$ cat config.mk
export PLATFORM = sky130hd
export DESIGN_NAME = glb_store_dma
export DESIGN_NICKNAME = d
export VERILOG_FILES = /design/src/rtl/glb_store_dma.sv
export SDC_FILE = /design/constraint.sdc
export NUM_CORES = 1
export LEC_CHECK = 0
export CAP_MARGIN = 20
export CORE_UTILIZATION = 55
export CTS_CLUSTER_DIAMETER = 80
export DETAILED_ROUTE_END_ITERATION = 16
export GPL_ROUTABILITY_DRIVEN = 0
export GPL_TIMING_DRIVEN = 1
export HOLD_SLACK_MARGIN = 0.06
export PLACE_DENSITY = 0.87
export RECOVER_POWER = 50
export SLEW_MARGIN = 20
export SYNTH_ARGS = -nofsm -noshare
export SYNTH_HDL_FRONTEND = slang
export SYNTH_SLANG_ARGS = --single-unit
$ cat constraint.sdc
create_clock -name clk -period 8.2 [get_ports clk]
set_input_delay 1.23 -clock clk [delete_from_list [all_inputs] [get_ports clk]]
set_output_delay 1.23 -clock clk [all_outputs]
set_load 0.005 [all_outputs]
$ cat src/rtl/glb_store_dma.sv
// Store DMA for one global-buffer tile: queues store headers, packs 16-bit CGRA words into 64-bit bank lines.
// Optional macro GLB_ST_DMA_DROP_CNT_EN adds a saturating counter of stream words dropped outside a transfer.
//
// state  | meaning
// IDLE   | waiting for a header at the FIFO head (popped only while cfg_st_dma_on)
// STREAM | packing stream words into the current line, emitting each completed line
// DONE   | one-cycle completion pulse, then back to IDLE
//
// hdr_in layout    : {valid[43], start_addr[42:21], num_words[20:0]}
// wr_packet layout : {wr_en[94], wr_strb[93:86], wr_addr[85:64], wr_data[63:0]}
module glb_store_dma #(
  parameter int QUEUE_DEPTH = 4
) (
  input  logic                           clk,
  input  logic                           reset,
  input  logic                           cfg_st_dma_on,
  input  logic                           hdr_wr_en,
  input  logic [43:0]                    hdr_in,
  output logic                           hdr_full,
  output logic [$clog2(QUEUE_DEPTH):0]   hdr_count,
  input  logic [15:0]                    stream_data_f2g,
  input  logic                           stream_data_valid_f2g,
  output logic [94:0]                    wr_packet,
  output logic                           st_dma_done_pulse
`ifdef GLB_ST_DMA_DROP_CNT_EN
  ,
  output logic [15:0]                    st_dma_drop_cnt
`endif
);

  localparam int GLB_ADDR_WIDTH      = 22;
  localparam int MAX_NUM_WORDS_WIDTH = 21;
  localparam int BANK_DATA_WIDTH     = 64;
  localparam int CGRA_DATA_WIDTH     = 16;
  localparam int BANK_STRB_WIDTH     = BANK_DATA_WIDTH / 8;
  localparam int LINE_ADDR_WIDTH     = GLB_ADDR_WIDTH - 3;
  localparam int PTR_W               = $clog2(QUEUE_DEPTH);
  localparam int CNT_W               = PTR_W + 1;
  localparam int HDR_W               = 1 + GLB_ADDR_WIDTH + MAX_NUM_WORDS_WIDTH;

  typedef struct packed {
    logic                           valid;
    logic [GLB_ADDR_WIDTH-1:0]      start_addr;
    logic [MAX_NUM_WORDS_WIDTH-1:0] num_words;
  } dma_st_header_t;

  typedef struct packed {
    logic                       wr_en;
    logic [BANK_STRB_WIDTH-1:0] wr_strb;
    logic [GLB_ADDR_WIDTH-1:0]  wr_addr;
    logic [BANK_DATA_WIDTH-1:0] wr_data;
  } wr_packet_t;

  typedef enum logic [1:0] {
    IDLE   = 2'd0,
    STREAM = 2'd1,
    DONE   = 2'd2
  } state_t;

  state_t state, state_next;

  logic [HDR_W-1:0] mem [QUEUE_DEPTH];
  logic [PTR_W-1:0] wr_ptr, rd_ptr;
  logic [CNT_W-1:0] count;
  logic             fifo_empty;
  logic             push_ok;
  logic             pop;
  dma_st_header_t   head;

  logic [LINE_ADDR_WIDTH-1:0]     line_addr;
  logic [1:0]                     word_idx;
  logic [MAX_NUM_WORDS_WIDTH-1:0] remaining;
  logic [BANK_DATA_WIDTH-1:0]     acc_data, acc_data_nx, lane_data;
  logic [BANK_STRB_WIDTH-1:0]     acc_strb, acc_strb_nx, lane_strb;
  logic                           word_take;
  logic                           last_word;
  logic                           line_done;
  wr_packet_t                     pkt_q;
  logic                           unused_addr_lsb;

  assign head            = dma_st_header_t'(mem[rd_ptr]);
  assign unused_addr_lsb = head.start_addr[0];
  assign fifo_empty      = (count == '0);
  assign hdr_full        = (count == CNT_W'(QUEUE_DEPTH));
  assign hdr_count       = count;
  assign push_ok         = hdr_wr_en && !hdr_full;

  always_ff @(posedge clk) begin
    if (push_ok) mem[wr_ptr] <= hdr_in;
  end

  always_ff @(posedge clk or posedge reset) begin
    if (reset) begin
      wr_ptr <= '0;
      rd_ptr <= '0;
      count  <= '0;
    end else begin
      if (push_ok) wr_ptr <= wr_ptr + 1'b1;
      if (pop)     rd_ptr <= rd_ptr + 1'b1;
      case ({push_ok, pop})
        2'b10:   count <= count + 1'b1;
        2'b01:   count <= count - 1'b1;
        default: count <= count;
      endcase
    end
  end

  always_ff @(posedge clk or posedge reset) begin
    if (reset) state <= IDLE;
    else       state <= state_next;
  end

  always_comb begin
    state_next = state;
    pop        = 1'b0;
    case (state)
      IDLE: begin
        if (cfg_st_dma_on && !fifo_empty) begin
          pop = 1'b1;
          if (head.valid && head.num_words != '0) state_next = STREAM;
          else if (head.valid)                    state_next = DONE;
        end
      end
      STREAM: begin
        if (word_take && last_word) state_next = DONE;
      end
      DONE:    state_next = IDLE;
      default: state_next = IDLE;
    endcase
  end

  // Lane placement of the incoming word within the current 64-bit line.
  assign word_take   = (state == STREAM) && stream_data_valid_f2g;
  assign last_word   = (remaining == MAX_NUM_WORDS_WIDTH'(1));
  assign line_done   = (word_idx == 2'd3) || last_word;
  assign lane_data   = BANK_DATA_WIDTH'(stream_data_f2g) << {word_idx, 4'b0000};
  assign lane_strb   = BANK_STRB_WIDTH'(2'b11) << {word_idx, 1'b0};
  assign acc_data_nx = acc_data | lane_data;
  assign acc_strb_nx = acc_strb | lane_strb;

  always_ff @(posedge clk or posedge reset) begin
    if (reset) begin
      line_addr <= '0;
      word_idx  <= '0;
      remaining <= '0;
      acc_data  <= '0;
      acc_strb  <= '0;
      pkt_q     <= '0;
    end else begin
      pkt_q <= '0;
      if (pop && head.valid && head.num_words != '0) begin
        line_addr <= head.start_addr[GLB_ADDR_WIDTH-1:3];
        word_idx  <= head.start_addr[2:1];
        remaining <= head.num_words;
        acc_data  <= '0;
        acc_strb  <= '0;
      end else if (word_take) begin
        remaining <= remaining - 1'b1;
        if (line_done) begin
          pkt_q.wr_en   <= 1'b1;
          pkt_q.wr_strb <= acc_strb_nx;
          pkt_q.wr_addr <= {line_addr, 3'b000};
          pkt_q.wr_data <= acc_data_nx;
          acc_data      <= '0;
          acc_strb      <= '0;
          line_addr     <= line_addr + 1'b1;
          word_idx      <= '0;
        end else begin
          acc_data <= acc_data_nx;
          acc_strb <= acc_strb_nx;
          word_idx <= word_idx + 1'b1;
        end
      end
    end
  end

  assign wr_packet         = pkt_q;
  assign st_dma_done_pulse = (state == DONE);

`ifdef GLB_ST_DMA_DROP_CNT_EN
  always_ff @(posedge clk or posedge reset) begin
    if (reset) begin
      st_dma_drop_cnt <= '0;
    end else if (stream_data_valid_f2g && state != STREAM && st_dma_drop_cnt != 16'hFFFF) begin
      st_dma_drop_cnt <= st_dma_drop_cnt + 1'b1;
    end
  end
`endif

endmodule

* Yosys cells after proc, flatten, opt, wreduce, memory -nomap -nowiden
Memory sizes are Yosys's and may differ from the RTL's.
Cells that the tools add are included.
Widths: inputs -> output; s select.
** Storage, ports and cells
- Memories kept :: 1
- Bits in writable memories :: 176
- Register bits after elaboration :: 218
- Output and inout port bits :: 100
- Input port bits :: 65
** Cells by class
- Bitwise logic cells :: 2
- Mux-type cells :: 27
- Add/subtract/negate cells :: 7
- Shift-type cells :: 2
- Eq/ne operators :: 10
- Reduce and logical (&&, ||, !) cells :: 18
** Memory list
- mem :: depth 4, bits a word 44, read ports 1, clocked after Yosys merged registers in 0, wr ports 1, line 62 : logic [HDR_W-1:0] mem [QUEUE_DEPTH];
** Operator list (count)
- $mux 95 :: 3
- $mux 64 :: 3
- $or 64x64->64 :: 1
- $shl 16x6->64 :: 1
- $mux 19 :: 3
- $mux 21 :: 2
- $mux 8 :: 3
- $eq 21x1->1 const B :: 1
- $reduce_bool 21->1 :: 1
- $sub 21x1->21 const B :: 1
- $add 19x1->19 const B :: 1
- $mux 2 :: 7
- $or 8x8->8 :: 1
- $shl 2x3->8 const A :: 1
- $logic_and 1x1->1 :: 7
- $add 2x1->2 const B :: 3
- $eq 2x2->1 const B :: 3
- $pmux 3 s2 :: 1
- $reduce_bool 2->1 :: 3
- $eq 2x1->1 const B :: 2
- $mux 1 :: 4
- $ne 2x2->1 const B :: 2
- $pmux 2 s2 :: 1
- $add 3x1->3 const B :: 1
- 9 further kinds :: 10

* Depth between registers and ports, before layout
- Depth after elaboration :: 9
- Mapped depth :: 10

* Least setup slack after synthesis
OpenSTA, ideal clock, no wires.
- Kind :: input to register
- Start point :: in stream_data_valid_f2g
- End point :: reg line_addr[1]
- Stages :: 7
- Data required time :: 8.075 ns
- Path buffers :: 1
- Arrival :: 2.999 ns
- Slack :: 5.076 ns
- Cell sequence :: nand3b_1 -> or3_1 -> o31a_1 -> inv_1 -> clkbuf_1 -> mux2_2 -> mux2_2
** Between the ends
- Cells in the longest elaborated chain, start to end :: 3
** Ends and longest elaborated chain
- start, declared :: line 22 : input logic stream_data_valid_f2g,
- $logic_and 1x1->1 :: line 133 : assign word_take = (state == STREAM) && stream_data_valid_f2g;
- $reduce_bool 2->1 (no source line)
- $reduce_and 2->1 (no source line)
- end signal, assigned :: line 152 : line_addr <= head.start_addr[GLB_ADDR_WIDTH-1:3];
- end signal, assigned :: line 166 : line_addr <= line_addr + 1'b1;
- end, declared :: line 70 : logic [LINE_ADDR_WIDTH-1:0] line_addr;
No other way between the ends.
A chain may end at the register's enable or synchronous reset.

* Worst setup path in the final report
- Start point :: in hdr_wr_en
- End point :: mem mem[1][12] (netlist name), enable pin
** Between the ends
- Cells in the longest elaborated chain, start to end :: 3
** Ends and longest elaborated chain
- start, declared :: line 17 : input logic hdr_wr_en,
- $logic_and 1x1->1 :: line 86 : assign push_ok = hdr_wr_en && !hdr_full;
- $mux 1 :: line 89 : if (push_ok) mem[wr_ptr] <= hdr_in;
- $mux 1 (not written as such) :: line 89
- end, declared :: line 62
No other way between the ends.

==> reports/metrics.yaml <==
num_rows: 60
fillers: 1837
power_density_nw_per_um2: 343.1
syn_area_um2: 15230
ctsResizeCount: 0
post-cts-setup-buffers: 0
antenna_found_initial: 0
routed_wl_um: 33600
cp_max_fo: 43
syn_area_per_cell_um2: 13.75
synthArstFlopShare_pct: 55.56
cts_hold_buf: 0
hpwl_um: 20690
worstHoldPathType: "flip-flop to flip-flop"
vdd_drop_max_uv: 211.6
syn_to_final_growth_pct: 19.80
startpoint_type: "primary input"
worst_slew_pin_slew_ns: 3.181
dp.cells: 1541
cap_violations: 4
critPathRequiredTime_ns: 8.27
fmax_mhz: 221.9
path_clk_slew_ns: 0.06
finalHoldViolations: 0
layout_common_cells: "dfrtp_1 (214), edfxtp_1 (172), a21oi_1 (143)"
numCtsBuffers: 39
cts.path.max_buffers: 3
rsz0062_at_grt: "no"
p_leak_nw: 7.282
finalCriticalPeriod_ns: 4.506
clock_sinks: 387
ys.flop_type: "dfrtp_1"
htree_levels: 2
mostFrequentLayoutCell: "dfrtp_1"
overflow: 0
drc_errors: 0
place_ws_ns: 3.492
worst_hold_slack_ns: 0.4912
vias_per_cell: 6.077
gr-usage-all-layers_pct: 24.37
max-slew-margin-rel_pct: -112.1
finClkSkew_ns: 0.01970
num_vias: 9796
cts_tree: "built"
worstSkewPairLatency_ns: 0.53
wl_per_cell_um: 20.84
yosys_register_bits: 387
drt_iter0_markers: 929
antenna_left: 0
multi_input_area_um2: 4307
start_util_pct: 56.36
final_cells: 1612
status: "finished with violations"
fin_nets: 1319
slew_violations: 176
core_area_um2: 27030
root_buffer: "clkbuf_16"
die_area_um2: 28360
synth.distinct_cells: 51
grt_max_degree: 135
critPathKind: "primary input to flip-flop"
postLayoutSetupSlackWorst_ns: 3.694
n_antenna_cell: 0
end_kind: "flip-flop"
fin_crit_sh_pct: 54.96
yosysSeqAreaShare_pct: 69.23
die_w_um: 168.4
tns_ns: 0
grt_pass1_wl_um: 53340
first_pass_iters: 5
worstPathArrival_ns: 4.58
io_buffers: 160
synth_cells: 1108
grt_pass1_vias: 9624
io_pins: 165
synth_warnings: 0
seq_area_um2: 10550
die_h_um: 168.4
violations: "capacitance limit, slew limit"
final_layout_size_suffix_gt1_share_pct: 10.94
finalSetupViolations: 0
synth-edff-count: 172
metrics by stage:
step / util, % / power, mW / instance area [um2]
2_1_floorplan: - / 4.019 / 15240
3_3_place_gp: 63.06 / 4.505 / 17040
3_5_place_dp: 63.08 / 4.615 / 17050
4_1_cts: 67.54 / 6.304 / 18250
5_1_grt: 67.52 / 6.598 / 18250
6_report: 67.52 / 6.261 / 18250
path summary, 6_finish.rpt:
check                                  start             to  slack [ns]  depth (start not counted)
worst max-delay path               hdr_wr_en     mem[1][12]        3.69                          3
worst min-delay path            acc_data[44]  wr_packet[44]        0.49                          2
worst max register to register     rd_ptr[0]    word_idx[1]        3.94                          7
worst min register to register  acc_data[44]  wr_packet[44]        0.49                          2
max in group asynchronous              reset  wr_packet[85]        5.21                          3
min in group asynchronous              reset  wr_packet[62]        1.38                          2
layer usage:
layer / GRT usage (%) / part of all wire [%] / up-vias / wire, um
met4: 9.130 / 3.3 / 0 / 1106
met5: 0 / 0 / - / 0
met1: 32.94 / 40 / 4867 / 13310
met2: 39.78 / 50 / 465 / 16630
li1: - / - / 4389 / -
met3: 4.490 / 7.6 / 75 / 2548
critical path, stage by stage:
cell and delay (ns):
dlygate4sd3_1 0.51, nor2b_1 0.43, and2_0 2.36
area by class of cell:
type / count / area share, %
timing repair buffer: 173 / 9.311
clock buffer: 55 / 6.013
inverter: 15 / 0.3497
tap: 341 / 2.338
clock inverter: 16 / 0.5965
sequential: 387 / 57.79
multi-input combinational: 625 / 23.60
cell usage after synthesis, types with 18 or more instances:
cell type    n  area, um2
and2_1      26      162.7
clkbuf_1    40      150.1
mux4_2      43      968.4
dfrtp_1    215       5380
o21ai_0     21      105.1
nor2_1      98      367.9
nand2_1     28      105.1
nor3_1      80      400.4
edfxtp_1   172       5165
or3_1       18      112.6
a21oi_1    144      720.7
buf_1       22      82.58
power breakdown:
| group | switching (mW) | internal [mW] |
|---|---|---|
| Combinational | 0.977 | 0.730 |
| Clock | 0.720 | 0.942 |
| Sequential | 0.310 | 2.58 |
| Total | 2.01 | 4.25 |
sequential cells by signal, summed over array words and instances (netlist names):
| name | cells |
|---|---|
| wr_packet | 92 |
| hdr_count | 3 |
| word_idx | 2 |
| acc_strb | 8 |
| rd_ptr | 2 |
| line_addr | 19 |
| acc_data | 64 |
| mem | 172 |
| remaining | 21 |
| state | 2 |
| wr_ptr | 2 |
kinds of logic after synthesis:
kind of cell	Yosys count	synth area share [%]
multiplexers	55	7.237
XOR/XNOR	13	0.7475
buffers and inverters	98	2.686
AO/OA/AOI/OAI	235	8.978
adder cells (fa/ha/maj)	13	1.117
flip-flops	387	69.23
AND/OR/NAND/NOR	306	9.980
other	1	0.02462
Note: power is estimated with default switching activity, not from simulation.
